File: config.mk
export PLATFORM = sky130hd
export DESIGN_NAME = mem_local_responder_flat
export DESIGN_NICKNAME = d
export VERILOG_FILES = /design/src/rtl/mem_local_responder_if.sv /design/src/rtl/mem_local_responder.sv /design/src/flat_wrapper.sv
export SDC_FILE = /design/constraint.sdc
export NUM_CORES = 1
export LEC_CHECK = 0
export ABC_AREA = 1
export BUFFER_PORTS_ARGS = -buffer_cell sky130_fd_sc_hd__buf_2
export CELL_PAD_IN_SITES_DETAIL_PLACEMENT = 1
export CELL_PAD_IN_SITES_GLOBAL_PLACEMENT = 1
export CORE_MARGIN = 5
export CORE_UTILIZATION = 30
export CTS_CLUSTER_SIZE = 25
export DETAILED_ROUTE_END_ITERATION = 10
export PLACE_DENSITY = 0.87
export SYNTH_ARGS = -nofsm -noshare
export SYNTH_HDL_FRONTEND = slang
export SYNTH_SLANG_ARGS = --single-unit
export TNS_END_PERCENT = 50
File: constraint.sdc
create_clock -name clk -period 2.6 [get_ports clk]
set_input_delay 0.13 -clock clk [delete_from_list [all_inputs] [get_ports clk]]
set_output_delay 0.13 -clock clk [all_outputs]
set_load 0.03 [all_outputs]
File: src/rtl/mem_local_responder_if.sv
// Request/response bus between the memory arbiter and the local responder,
// and the single-port synchronous RAM port (one-cycle read latency).
interface mem_interface;
  logic        request;
  logic [31:2] addr;
  logic [4:0]  rlen;
  logic        rnw;
  logic        rmw;
  logic [3:0]  wbe;
  logic [31:0] wdata;
  logic [1:0]  id;
  logic        ack;
  logic        rvalid;
  logic [31:0] rdata;
  logic [1:0]  rid;
  logic        inv;
  logic [31:2] inv_addr;
  logic        write_outstanding;

  modport mem_slave (
    input  request, addr, rlen, rnw, rmw, wbe, wdata, id,
    output ack, rvalid, rdata, rid, inv, inv_addr, write_outstanding
  );

  modport mem_master (
    output request, addr, rlen, rnw, rmw, wbe, wdata, id,
    input  ack, rvalid, rdata, rid, inv, inv_addr, write_outstanding
  );
endinterface

interface local_memory_interface;
  logic [29:0] addr;
  logic        en;
  logic [3:0]  be;
  logic [31:0] data_in;
  logic [31:0] data_out;

  modport master (output addr, en, be, data_in, input data_out);
  modport slave  (input addr, en, be, data_in, output data_out);
endinterface

File: src/rtl/mem_local_responder.sv
// Responder end of mem_interface backed by a local synchronous RAM: single-word
// writes, 1-32 word in-order burst reads. Optional write invalidate: MEM_LOCAL_INV_EN.
module mem_local_responder (
  input  logic                          clk,
  input  logic                          rst,
  mem_interface.mem_slave               mem,
  local_memory_interface.master         ram
);

  typedef enum logic [0:0] {
    ST_IDLE = 1'b0,
    ST_READ = 1'b1
  } state_e;

  state_e      state_q;
  logic [29:0] addr_q;
  logic [4:0]  cnt_q;
  logic [1:0]  id_q;
  logic [1:0]  rid_q;
  logic        rvalid_q;

  logic ack_s;
  logic rd_acc_s;
  logic wr_acc_s;
  logic burst_s;
  logic rd_issue_s;

  // Accept decode and RAM port steering; reset suppresses any RAM access.
  always_comb begin
    ack_s      = (state_q == ST_IDLE) & mem.request & rst;
    rd_acc_s   = ack_s & mem.rnw;
    wr_acc_s   = ack_s & ~mem.rnw;
    burst_s    = (state_q == ST_READ) & rst;
    rd_issue_s = rd_acc_s | burst_s;
    ram.en      = 1'b0;
    ram.addr    = 30'd0;
    ram.be      = 4'b0000;
    ram.data_in = 32'd0;
    if (ack_s) begin
      ram.en      = 1'b1;
      ram.addr    = mem.addr;
      ram.be      = mem.rnw ? 4'b0000 : mem.wbe;
      ram.data_in = mem.rnw ? 32'd0 : mem.wdata;
    end else if (burst_s) begin
      ram.en   = 1'b1;
      ram.addr = addr_q;
    end else begin
      ram.en = 1'b0;
    end
  end

  // Burst FSM: word 0 issues in the ack cycle, the remaining rlen words in READ.
  always_ff @(posedge clk) begin
    if (!rst) begin
      state_q  <= ST_IDLE;
      addr_q   <= 30'd0;
      cnt_q    <= 5'd0;
      id_q     <= 2'd0;
      rid_q    <= 2'd0;
      rvalid_q <= 1'b0;
    end else begin
      rvalid_q <= rd_issue_s;
      case (state_q)
        ST_IDLE: begin
          if (rd_acc_s) begin
            addr_q  <= mem.addr + 30'd1;
            id_q    <= mem.id;
            rid_q   <= mem.id;
            cnt_q   <= mem.rlen;
            state_q <= (mem.rlen != 5'd0) ? ST_READ : ST_IDLE;
          end else begin
            state_q <= ST_IDLE;
          end
        end
        ST_READ: begin
          addr_q <= addr_q + 30'd1;
          rid_q  <= id_q;
          // cnt_q counts words still to issue; leaving at 1 keeps it from underflowing
          if (cnt_q <= 5'd1) begin
            cnt_q   <= 5'd0;
            state_q <= ST_IDLE;
          end else begin
            cnt_q   <= cnt_q - 5'd1;
            state_q <= ST_READ;
          end
        end
        default: begin
          state_q <= ST_IDLE;
          cnt_q   <= 5'd0;
        end
      endcase
    end
  end

  assign mem.ack               = ack_s;
  assign mem.rvalid            = rvalid_q;
  assign mem.rdata             = ram.data_out;
  assign mem.rid               = rid_q;
  assign mem.write_outstanding = 1'b0;

`ifdef MEM_LOCAL_INV_EN
  logic        inv_q;
  logic [29:0] inv_addr_q;

  // One-cycle invalidate pulse after each accepted write, for caches sharing the RAM.
  always_ff @(posedge clk) begin
    if (!rst) begin
      inv_q      <= 1'b0;
      inv_addr_q <= 30'd0;
    end else begin
      inv_q <= wr_acc_s;
      if (wr_acc_s) begin
        inv_addr_q <= mem.addr;
      end else begin
        inv_addr_q <= inv_addr_q;
      end
    end
  end

  assign mem.inv      = inv_q;
  assign mem.inv_addr = inv_addr_q;
`else
  assign mem.inv      = 1'b0;
  assign mem.inv_addr = 30'd0;
`endif

endmodule

File: src/flat_wrapper.sv
// flat-port wrapper written by rule: the top's interface ports become plain ports
module mem_local_responder_flat 
  (clk, rst, mem_request, mem_addr, mem_rlen, mem_rnw, mem_rmw, mem_wbe, mem_wdata, mem_id, mem_ack, mem_rvalid, mem_rdata, mem_rid, mem_inv, mem_inv_addr, mem_write_outstanding, ram_addr, ram_en, ram_be, ram_data_in, ram_data_out);
  mem_interface mem_i ();
  local_memory_interface ram_i ();
  input  logic clk;
  input  logic rst;
  input wire logic [$bits(mem_i.request)-1:0] mem_request;
  input wire logic [$bits(mem_i.addr)-1:0] mem_addr;
  input wire logic [$bits(mem_i.rlen)-1:0] mem_rlen;
  input wire logic [$bits(mem_i.rnw)-1:0] mem_rnw;
  input wire logic [$bits(mem_i.rmw)-1:0] mem_rmw;
  input wire logic [$bits(mem_i.wbe)-1:0] mem_wbe;
  input wire logic [$bits(mem_i.wdata)-1:0] mem_wdata;
  input wire logic [$bits(mem_i.id)-1:0] mem_id;
  output wire logic [$bits(mem_i.ack)-1:0] mem_ack;
  output wire logic [$bits(mem_i.rvalid)-1:0] mem_rvalid;
  output wire logic [$bits(mem_i.rdata)-1:0] mem_rdata;
  output wire logic [$bits(mem_i.rid)-1:0] mem_rid;
  output wire logic [$bits(mem_i.inv)-1:0] mem_inv;
  output wire logic [$bits(mem_i.inv_addr)-1:0] mem_inv_addr;
  output wire logic [$bits(mem_i.write_outstanding)-1:0] mem_write_outstanding;
  output wire logic [$bits(ram_i.addr)-1:0] ram_addr;
  output wire logic [$bits(ram_i.en)-1:0] ram_en;
  output wire logic [$bits(ram_i.be)-1:0] ram_be;
  output wire logic [$bits(ram_i.data_in)-1:0] ram_data_in;
  input wire logic [$bits(ram_i.data_out)-1:0] ram_data_out;
  assign mem_i.request = mem_request;
  assign mem_i.addr = mem_addr;
  assign mem_i.rlen = mem_rlen;
  assign mem_i.rnw = mem_rnw;
  assign mem_i.rmw = mem_rmw;
  assign mem_i.wbe = mem_wbe;
  assign mem_i.wdata = mem_wdata;
  assign mem_i.id = mem_id;
  assign mem_ack = mem_i.ack;
  assign mem_rvalid = mem_i.rvalid;
  assign mem_rdata = mem_i.rdata;
  assign mem_rid = mem_i.rid;
  assign mem_inv = mem_i.inv;
  assign mem_inv_addr = mem_i.inv_addr;
  assign mem_write_outstanding = mem_i.write_outstanding;
  assign ram_addr = ram_i.addr;
  assign ram_en = ram_i.en;
  assign ram_be = ram_i.be;
  assign ram_data_in = ram_i.data_in;
  assign ram_i.data_out = ram_data_out;
  mem_local_responder u_core (.clk(clk), .rst(rst), .mem(mem_i), .ram(ram_i));
endmodule
-- Yosys cells after proc, flatten, opt, wreduce, memory -nomap -nowiden
Index checks and enable logic that the tools add are counted.
- register bits: 41
- bits of input ports: 110
- output and inout port bits: 135
- word-level logic and storage cells: 38
- add/sub/neg operators: 3
- $lt $le $gt $ge: 1
- equal/unequal tests: 1
- muxes and demuxes: 19
- bitwise logic cells: 6
- reduce and logical (&&, ||, !) cells: 2
- operators by type and width (operator ; count):
    $mux W30 ; 3
    $mux W32 ; 2
    $add A30 B1 Y30 const B ; 2
    $pmux W30 S2 ; 1
    $mux W5 ; 2
    $pmux W5 S2 ; 1
    $mux W4 ; 2
    $le A5 B1 Y1 const B ; 1
    $mux W1 ; 5
    $reduce_bool A5 Y1 ; 1
    $sub A5 B1 Y5 const B ; 1
    $and A1 B1 Y1 ; 4
    $pmux W2 S2 ; 1
    $mux W2 ; 1
    $ne A2 B1 Y1 const B ; 1
    $pmux W1 S2 ; 1
    $reduce_and A2 Y1 ; 1
    $not A1 Y1 ; 1
    $or A1 B1 Y1 ; 1

-- Depth between registers and ports, before layout
Gate-level depths: netlist of the first run.
- word-level depth: 6
- mapped depth: 15
- gate-level depth less buffers: 13

-- Worst setup path before layout of the first run
Ideal clock, no wire load.
- path kind: register to output
- from: reg u_core.state_q
- to: out ram_addr[14]
- data arrival time: 1.758 ns
- required time: 2.470 ns
- path slack: 0.712 ns
- stages on the path, launching flop included: 7
- path buffers: 4
- path through: dfxtp_1 -> buf_6 -> buf_6 -> buf_2 -> nand2_1 -> clkbuf_1 -> o21ai_0
- word-level cells in the longest chain between the ends: 4
- elaborated cells on any way between the ends: 6
- classes of those cells: mux (2); bitwise (4)
- RTL lines (element ; RTL line ; text):
    start: declaration ; mem_local_responder.sv:15 ; state_e state_q;
    start signal: assignment ; mem_local_responder.sv:70 ; state_q <= (mem.rlen != 5'd0) ? ST_READ : ST_IDLE;
    $not A1 Y1 ; mem_local_responder.sv:30 ; ack_s = (state_q == ST_IDLE) & mem.request & rst;
    $and A1 B1 Y1 (2 in series) ; mem_local_responder.sv:30 ;
    $mux W30 * ; mem_local_responder.sv:39 ; if (ack_s) begin
    end: declaration ; flat_wrapper.sv:23 ; output wire logic [$bits(ram_i.addr)-1:0] ram_addr;
Every way passes the cells marked *; elsewhere a longest branch is shown, timed or not.

-- Final worst setup path of the first run
- from: reg u_core.state_q
- to: out ram_addr[12]
Same word-level chain as after synthesis.

==> flow_summary.ini, run 1 <==
[run_status]
status = completed

[placed_design]
placed_area_sq_um = 4629
gp_congestion = 0.8502
port_buffers = 147
place_ws_ns = 0.4243
place_hpwl_mm = 11.96

[global_routing]
grt_max_degree = 42
antenna_found_initial = 0
grt_pass1_vias = 4762
grt_pass1_wl_mm = 23.46
overflow = 0
grt_usage_pct = 17.56

[synthesis]
syn_area_sq_um = 4134
synthCells = 712
synthArstFlopShare_pct = 0
netlist-cell-type-count = 36
yosysSeqAreaShare_pct = 19.85
ys_top_cells_by_count = nand2_1, nor2_1, inv_1
yosysTopAreaCell = dfxtp_1
synth_top_cells_by_area = dfxtp_1, nand2_1, buf_4
synth-edff-count = 0
ys_ff_latch = 41
avgSynthCellArea_sq_um = 5.806
synth_most_common_cell = nand2_1
synthDominantCellAreaShare_pct = 19.85
ys_warn_count = 0
synth_top_flop_cell = dfxtp_1

[setup_path]
rr_startpoint = u_core.state_q
cp.arrival_ns = 2.01
path_cells = inv_4, nand3_2, clkinvlp_4, nand2_1, o21ai_0, buf_2
worst_setup_path_end_kind = output port
rr_endpoint = u_core.addr_q[10]
critPathLaunchType = flip-flop
crit_slowest_cell = clkinvlp_4
required_ns = 2.47
cp_max_fo = 27
worstSetupPathType = reg -> out
ff2ff_setup_slack_ns = 0.49
critPathMaxStageDelay_ns = 0.47
ff2ff_path_depth = 10

[floorplan]
start_util_pct = 30.85
die_height_um = 127.4
coreArea_sq_um = 13400
fp-row-count = 42
io_pins = 245
die_w_um = 127.4
die_area_sq_um = 16230

[sta]
finalWorstSetupSlack_ns = 0.4568
maxSlewViolCount = 0
tightest_slew_ns = 0.6249
layout_min_cycle_time_ns = 2.143
finalHoldViolCount = 0
fin_skew_ns = 0.004346
timing.final.setup_violations = 0
maxSlewHeadroom_pct = 58.24
fmaxAchievable_ghz = 0.4666
rsz0062_at_grt = no
fin_tns_setup_ns = 0
fin_crit_sh_pct = 82.43

[clocking]
cts_made_buffers = 5
cts_setup_buffers = 0
cts_num_sinks = 41
htree_levels = 2
clk_latency_ns = 0.29
cts_tree = done
clk_pin_slew_ns = 0.06
ctsLongestPathBuffers = 2
cts-root-buf = clkbuf_16

[final_layout]
fin_area_sq_um = 4791
num-fill-cells = 1856
antenna_cells = 0
syn_to_final_growth_pct = 15.89
drive_above_1_share_pct = 27.36
nets = 927

[pwr]
ir_drop_mv = 0.2752
p_per_area_nw_per_um2 = 434.1
p_leak_nw = 2.549

[run]
maxCapViolCount = 0

[routing]
vias = 4597
drt-initial-drc-count = 165
drcViolationCount = 0
routed_wl_mm = 14.91
routedWlPerCell_um = 15.04
ant_nets = 0
dr.pass1.iters = 4
avgViaCountPerCell = 4.639

[hold_path]
hold_end = u_core.id_q[1]
hold_class = in -> reg
whs_path_depth = 3
min_from = mem_id[1]
-- final cells by class --
cell class	instances	area [sq um]	area share (%)
timing repair buffer	157	810.8	16.92
tap	176	220.2	4.597
clock buffer	7	152.6	3.186
inverter	77	295.3	6.163
sequential	41	820.8	17.13
multi-input combinational	532	2486	51.89
clock inverter	1	5.005	0.1045
-- logic make-up (layout without fill, tap and decap cells) --
logic type	Yosys count	count (layout)	synth area share, %
buffers and inverters	170	242	22.82
xor gates and xnor gates	10	10	2.119
other	1	32	0.09071
AOI/OAI and AO/OA	109	109	13.71
and+or+nand+nor	378	378	40.50
adders and majority gates	3	3	0.9081
DFF	41	41	19.85
-- per-stage QoR --
step                hold slack, ns  util (%)  total power [W]  std cells
finish                      0.1307     35.75         0.002080        991
global route                0.1280     35.75         0.002207        991
CTS                         0.1213     35.72         0.002104        991
detailed placement          0.2602     34.55         0.001417        983
global placement            0.2602     34.55         0.001395        983
floorplan                   0.2916         -         0.001340        743
-- layout by cell type (no fill, tap or decap) --
cell	instances
o21ai_1	4
a31oi_1	4
inv_2	4
nor2_4	9
nor2_1	86
nor2_8	1
o22ai_1	4
clkinv_2	1
inv_1	70
nand2_1	212
inv_4	1
nand3_1	26
o21a_1	1
a21oi_1	36
nand4_1	1
nand2_4	4
o41ai_1	1
clkbuf_8	2
xor2_1	3
clkbuf_16	5
o21bai_1	1
buf_4	10
conb_1	32
nand3_2	2
nand3b_1	1
xnor2_1	7
or2_2	1
buf_2	147
nand2_2	25
dfxtp_1	41
o211ai_1	1
o21ai_0	57
clkinv_1	1
ha_1	3
nor2_2	10
clkinvlp_4	1
-- registers in the layout (all words and copies together) (netlist names) --
name / cells
u_core.addr_q: 30
u_core.cnt_q: 5
u_core.id_q: 2
u_core.mem.rid: 2
u_core.mem.rvalid: 1
u_core.state_q: 1
-- what timing repair did --
| item | 4_1_cts | 5_1_grt |
|---|---|---|
| endpoints found under the hold margin | 0 | 0 |
| endpoints found under the setup margin | 0 | 5 |
| resized for setup | 0 | 1 |
| hold buffers | 0 | 0 |
-- how the worst max path moves through the flow --
stage | start | to
global route | u_core.state_q | ram_addr[17]
floorplan | u_core.state_q | ram_addr[14]
global placement | u_core.state_q | u_core.addr_q[14]
detailed placement | u_core.state_q | ram_addr[12]
finish | u_core.state_q | ram_addr[12]
CTS | u_core.state_q | ram_addr[12]
-- critical path: cells and delay by family, from the launching register on --
| kind | cells | cell delay, ns |
|---|---|---|
| and+or+nand+nor | 2 | 0.36 |
| AOI/OAI and AO/OA | 1 | 0.10 |
| buffers and inverters | 3 | 0.84 |
| DFF | 1 | 0.41 |
-- power breakdown --
part / internal [W] / leakage, nW / switching, W / total, W
logic: 0.000203 / 2.13 / 0.000492 / 0.000694
registers: 0.000681 / 0.337 / 0.0000291 / 0.000710
clock network: 0.000407 / 0.0799 / 0.000268 / 0.000676
-- per-layer routing --
layer | track usage (%) | share of wire (%) | vias up
li1 | - | - | 2302
met2 | 32.42 | 50 | 151
met1 | 20.18 | 41 | 2130
met5 | 0 | 0 | -
met4 | 4.353 | 1.2 | 0
met3 | 4.341 | 7.2 | 14
No activity file was read; power rests on OpenSTA's default activity.
==> inputs of run 2 (changes only) <==
--- a/config.mk
+++ b/config.mk
@@ -10,10 +10,10 @@
 export CELL_PAD_IN_SITES_DETAIL_PLACEMENT = 1
 export CELL_PAD_IN_SITES_GLOBAL_PLACEMENT = 1
 export CORE_MARGIN = 5
-export CORE_UTILIZATION = 30
+export CORE_UTILIZATION = 28
 export CTS_CLUSTER_SIZE = 25
 export DETAILED_ROUTE_END_ITERATION = 10
-export PLACE_DENSITY = 0.87
+export PLACE_DENSITY = 0.82
 export SYNTH_ARGS = -nofsm -noshare
 export SYNTH_HDL_FRONTEND = slang
 export SYNTH_SLANG_ARGS = --single-unit
==> constraint.sdc (replaced) <==
create_clock -name clk -period 2.1 [get_ports clk]
set_input_delay 0.105 -clock clk [delete_from_list [all_inputs] [get_ports clk]]
set_output_delay 0.105 -clock clk [all_outputs]
set_load 0.03 [all_outputs]
==> flow_summary.ini, run 2 (synthesis results as in run 1) <==
[placed_design]
port_buffers = 147
gp_congestion = 0.8134
place_hpwl_mm = 12.15
placed_area_sq_um = 4752
place_ws_ns = 0.07377

[setup_path]
worstSetupPathType = reg -> reg
worst_setup_path_end_kind = flip-flop
path_cells = buf_4, o21a_1, inv_1, ha_1, inv_1, nor2_4, nand3_2, xnor2_1, o21ai_0, inv_1
cp_num_buf_inv = 4
crit_slowest_cell = dfxtp_2
rr_startpoint = u_core.state_q
crit_top_cell = inv_1
crit_family = buffers and inverters
cp.arrival_ns = 2.12
required_ns = 2.28
startpoint = u_core.state_q
cp_max_fo = 6
critPathLaunchType = flip-flop
critPathMaxStageDelay_ns = 0.36

[routing]
routed_wl_mm = 15.19
routedWlPerCell_um = 15.04
vias = 4602
drcViolationCount = 0
drt-initial-drc-count = 221
ant_nets = 0
avgViaCountPerCell = 4.556
dr.pass1.iters = 4

[floorplan]
fp-row-count = 44
die_w_um = 131.5
start_util_pct = 28.44
die_area_sq_um = 17290
coreArea_sq_um = 14530
die_height_um = 131.5
io_pins = 245

[final_layout]
regMostFlops = u_core.addr_q
top_regs = u_core.addr_q x30, u_core.cnt_q x5
antenna_cells = 0
register_area_sq_um = 822.0
layout_commonest_cell = nand2_1
drive_above_1_share_pct = 28.45
nets = 938
syn_to_final_growth_pct = 19.88
largest_register_ffs = 30
multi_input_area_sq_um = 2486
fin_area_sq_um = 4956
num-fill-cells = 1987
most-common-layout-cells = nand2_1, buf_2, nor2_1

[global_routing]
antenna_found_initial = 0
grt_usage_pct = 17.05
overflow = 0
grt_pass1_vias = 4831
grt_max_degree = 42
grt_pass1_wl_mm = 24.79

[sta]
fin_tns_setup_ns = 0
maxSlewViolCount = 0
fin_skew_ns = 0.006782
rsz0062_at_grt = no
maxSlewHeadroom_pct = 59.65
fin_crit_sh_pct = 92.16
timing.final.setup_violations = 0
tightest_slew_ns = 0.5989
finalHoldViolCount = 0
fmaxAchievable_ghz = 0.5167
layout_min_cycle_time_ns = 1.935
finalWorstSetupSlack_ns = 0.1646

[clocking]
clk_pin_slew_ns = 0.07
clk_latency_ns = 0.29
cts-root-buf = clkbuf_16
htree_levels = 2
cts_num_sinks = 41
cts_made_buffers = 5
cts_hold_buf = 0
cts_tree = done
ctsLongestPathBuffers = 2

[run]
maxCapViolCount = 0

[pwr]
p_leak_nw = 2.640
ir_drop_mv = 0.2717
p_per_area_nw_per_um2 = 562.1

[hold_path]
hold_class = in -> reg
min_from = mem_rlen[0]

[run_status]
status = completed
## run 2: cell count changes in the layout (fill, tap and decap cells not counted), moves of 2 or more
cell       before  now
bufinv_16       0    2
buf_12          0    3
buf_4          10   17
clkbuf_8        2    0
## run 2: power by group
group	switching [W]	total (W)	internal [W]
clock	0.000343	0.00102	0.000680
sequential	0.0000352	0.000878	0.000843
combinational	0.000614	0.000885	0.000271
total	0.000992	0.00279	0.00179
## run 2: metrics by stage
step	util, %	instances	hold slack (ns)	total power [W]
5_1_grt	34.10	1010	0.1186	0.002956
2_1_floorplan	-	743	0.2666	0.001659
3_5_place_dp	32.70	1001	0.2102	0.001779
3_3_place_gp	32.70	1001	0.2102	0.001756
4_1_cts	34.01	1009	0.09699	0.002810
6_report	34.10	1010	0.1003	0.002786
## run 2: path summary, 6_finish.rpt
path	to	slack, ns	cells past startpoint
setup / recovery	u_core.addr_q[10]	0.16	10
hold / removal	u_core.cnt_q[0]	0.10	3
setup reg to reg	u_core.addr_q[10]	0.16	10
hold reg to reg	u_core.id_q[1]	0.47	2
## run 2: routing by layer
layer | GRT usage [%] | vias to the layer above | share of wire, %
met5 | 0 | - | 0
met4 | 3.714 | 0 | 0.95
met3 | 5.084 | 11 | 6.8
met2 | 30.67 | 157 | 49
met1 | 19.95 | 2107 | 43
li1 | - | 2327 | -
## run 2: worst reg2reg max path, stage by stage (launching register included)
cell     delay [ns]
dfxtp_2        0.36
buf_4          0.16
o21a_1         0.21
inv_1          0.10
ha_1           0.16
inv_1          0.09
nor2_4         0.18
nand3_2        0.19
xnor2_1        0.17
o21ai_0        0.16
inv_1          0.06
## run 2: area by class of cell
class,count,area share (%)
multi-input combinational,532,50.16
timing repair buffer,168,18.86
sequential,41,16.59
inverter,77,5.908
tap,184,4.645
clock buffer,5,2.525
clock inverter,3,1.313
## run 2: timing repair
item,in CTS,in global routing
resized for setup,1,3
pin swaps,0,1
cloned,0,0
buffers inserted,0,1
setup endpoints to repair,26,35
==> inputs of run 3 (changes only) <==
--- a/config.mk
+++ b/config.mk
@@ -10,10 +10,10 @@
 export CELL_PAD_IN_SITES_DETAIL_PLACEMENT = 1
 export CELL_PAD_IN_SITES_GLOBAL_PLACEMENT = 1
 export CORE_MARGIN = 5
-export CORE_UTILIZATION = 28
+export CORE_UTILIZATION = 30
 export CTS_CLUSTER_SIZE = 25
 export DETAILED_ROUTE_END_ITERATION = 10
-export PLACE_DENSITY = 0.82
+export PLACE_DENSITY = 0.87
 export SYNTH_ARGS = -nofsm -noshare
 export SYNTH_HDL_FRONTEND = slang
 export SYNTH_SLANG_ARGS = --single-unit
==> constraint.sdc (replaced) <==
create_clock -name clk -period 2.3 [get_ports clk]
set_input_delay 0.115 -clock clk [delete_from_list [all_inputs] [get_ports clk]]
set_output_delay 0.115 -clock clk [all_outputs]
set_load 0.03 [all_outputs]
==> flow_summary.ini, run 3 (synthesis results as in run 1) <==
[sta]
timing.final.setup_violations = 0
fin_skew_ns = 0.004592
fin_tns_setup_ns = 0
maxSlewViolCount = 0
rsz0062_at_grt = no
layout_min_cycle_time_ns = 2.029
fin_crit_sh_pct = 88.20
finalHoldViolCount = 0
fmaxAchievable_ghz = 0.4930

[routing]
drcViolationCount = 0
dr.pass1.iters = 4
ant_nets = 0
vias = 4589
avgViaCountPerCell = 4.621
wl_met3_mm = 1.106
routed_wl_mm = 14.86
dr_wl_met2_mm = 7.147
routedWlPerCell_um = 14.96
wl_met1_mm = 6.331
drt-initial-drc-count = 198
routed.top_layer = met4

[pwr]
p_per_area_nw_per_um2 = 477.4
p_leak_nw = 2.561
ir_drop_mv = 0.2336

[placed_design]
port_buffers = 147
place_hpwl_mm = 11.86
placed_area_sq_um = 4662
gp_congestion = 0.8403

[run_status]
status = completed

[setup_path]
startpoint = u_core.state_q
critPathLaunchType = flip-flop
worst_setup_path_end_kind = flip-flop
cp.depth = 12
crit_slowest_cell = dfxtp_2
ff2ff_path_depth = 12
cp_num_buf_inv = 4
rr_endpoint = u_core.addr_q[14]
crit_family = simple AND/OR/NAND/NOR gates
path_cells = inv_4, buf_12, nand2_1, nand2_1, ha_1, inv_1, nor2_4, nand2_2, nor2_4, nor2_1, o21ai_0, inv_1
worstSetupPathType = reg -> reg
required_ns = 2.48
rr_startpoint = u_core.state_q
cp.arrival_ns = 2.21
critPathMaxStageDelay_ns = 0.38
ff2ff_setup_slack_ns = 0.27
cp_max_fo = 29
endpoint = u_core.addr_q[14]

[final_layout]
syn_to_final_growth_pct = 16.40
drive_above_1_share_pct = 27.57
nets = 928
most-common-layout-cells = nand2_1, buf_2, nor2_1
num-fill-cells = 1869
fin_area_sq_um = 4812
largest_register_ffs = 30
layout_commonest_cell = nand2_1
regMostFlops = u_core.addr_q
top_regs = u_core.addr_q x30, u_core.cnt_q x5

[clocking]
htree_levels = 2
cts-root-buf = clkbuf_16
cts_made_buffers = 5
ctsLongestPathBuffers = 2
cts_hold_buf = 0
cts_num_sinks = 41
cts_tree = done
cts_setup_buffers = 0
clk_pin_slew_ns = 0.06
clk_latency_ns = 0.29

[global_routing]
grt_pass1_wl_mm = 23.87
grt_usage_pct = 17.83
antenna_found_initial = 1
grt_pass1_vias = 4760
overflow = 0
grt_max_degree = 42

[hold_path]
hold_class = in -> reg
min_from = mem_id[1]

[floorplan]
die_area_sq_um = 16230
io_pins = 245
die_height_um = 127.4
die_w_um = 127.4
start_util_pct = 30.85
coreArea_sq_um = 13400
fp-row-count = 42

[run]
maxCapViolCount = 0
## run 3: cell count changes in the layout (fill, tap and decap cells not counted), sizes merged
cell and change:
clkinv +1, bufinv -2, clkbuf +1, buf -10
diode +1
## run 3: worst min-delay path, delay by kind of cell
family / cells / cell delay [ns]
buf+inv: 1 / 0.09
simple gates: 1 / 0.08
compound gates: 1 / 0.06
## run 3: how the worst min path moves through the flow
stage                 endpoint  slack [ns]  cells after the start
2_1_floorplan  u_core.cnt_q[0]        0.28                      2
3_3_place_gp     mem_rdata[12]        0.23                      0
3_5_place_dp     mem_rdata[12]        0.23                      0
4_1_cts         u_core.id_q[0]        0.10                      3
5_1_grt         u_core.id_q[1]        0.12                      3
6_report        u_core.id_q[1]        0.11                      3
## run 3: metal layers
layer | up-vias | GRT usage (%)
met1 | 2089 | 21.35
met3 | 18 | 4.007
met4 | 0 | 4.795
li1 | 2314 | -
met5 | - | 0
met2 | 168 | 31.99
## run 3: metrics by stage
step	setup WS [ns]	cells	power [W]	util, %	hold WS, ns
2_1_floorplan	0.4273	743	0.001515	-	0.2766
3_3_place_gp	0.2239	984	0.001588	34.79	0.2302
3_5_place_dp	0.1662	984	0.001610	34.79	0.2302
4_1_cts	0.1777	992	0.002325	35.85	0.1048
5_1_grt	0.1117	993	0.002441	35.91	0.1204
6_report	0.2714	993	0.002297	35.91	0.1095
## run 3: power breakdown
part / switching [W] / total [W] / internal, W
Combinational: 0.000555 / 0.000792 / 0.000236
Clock: 0.000301 / 0.000700 / 0.000399
Sequential: 0.0000353 / 0.000805 / 0.000770
Total: 0.000892 / 0.00230 / 0.00141
## run 3: cell type report
cell class	instances	area (sq um)	area share, %
timing repair buffer	158	847.1	17.60
antenna	1	2.502	0.05200
sequential	41	822.0	17.08
inverter	77	292.8	6.084
tap	176	220.2	4.576
clock inverter	2	10.01	0.2080
multi-input combinational	532	2489	51.72
clock buffer	6	128.9	2.678
## run 3: repair_timing
action	in CTS	in global routing
pin swaps	0	0
setup endpoints to repair	12	2
gates resized for setup	2	2
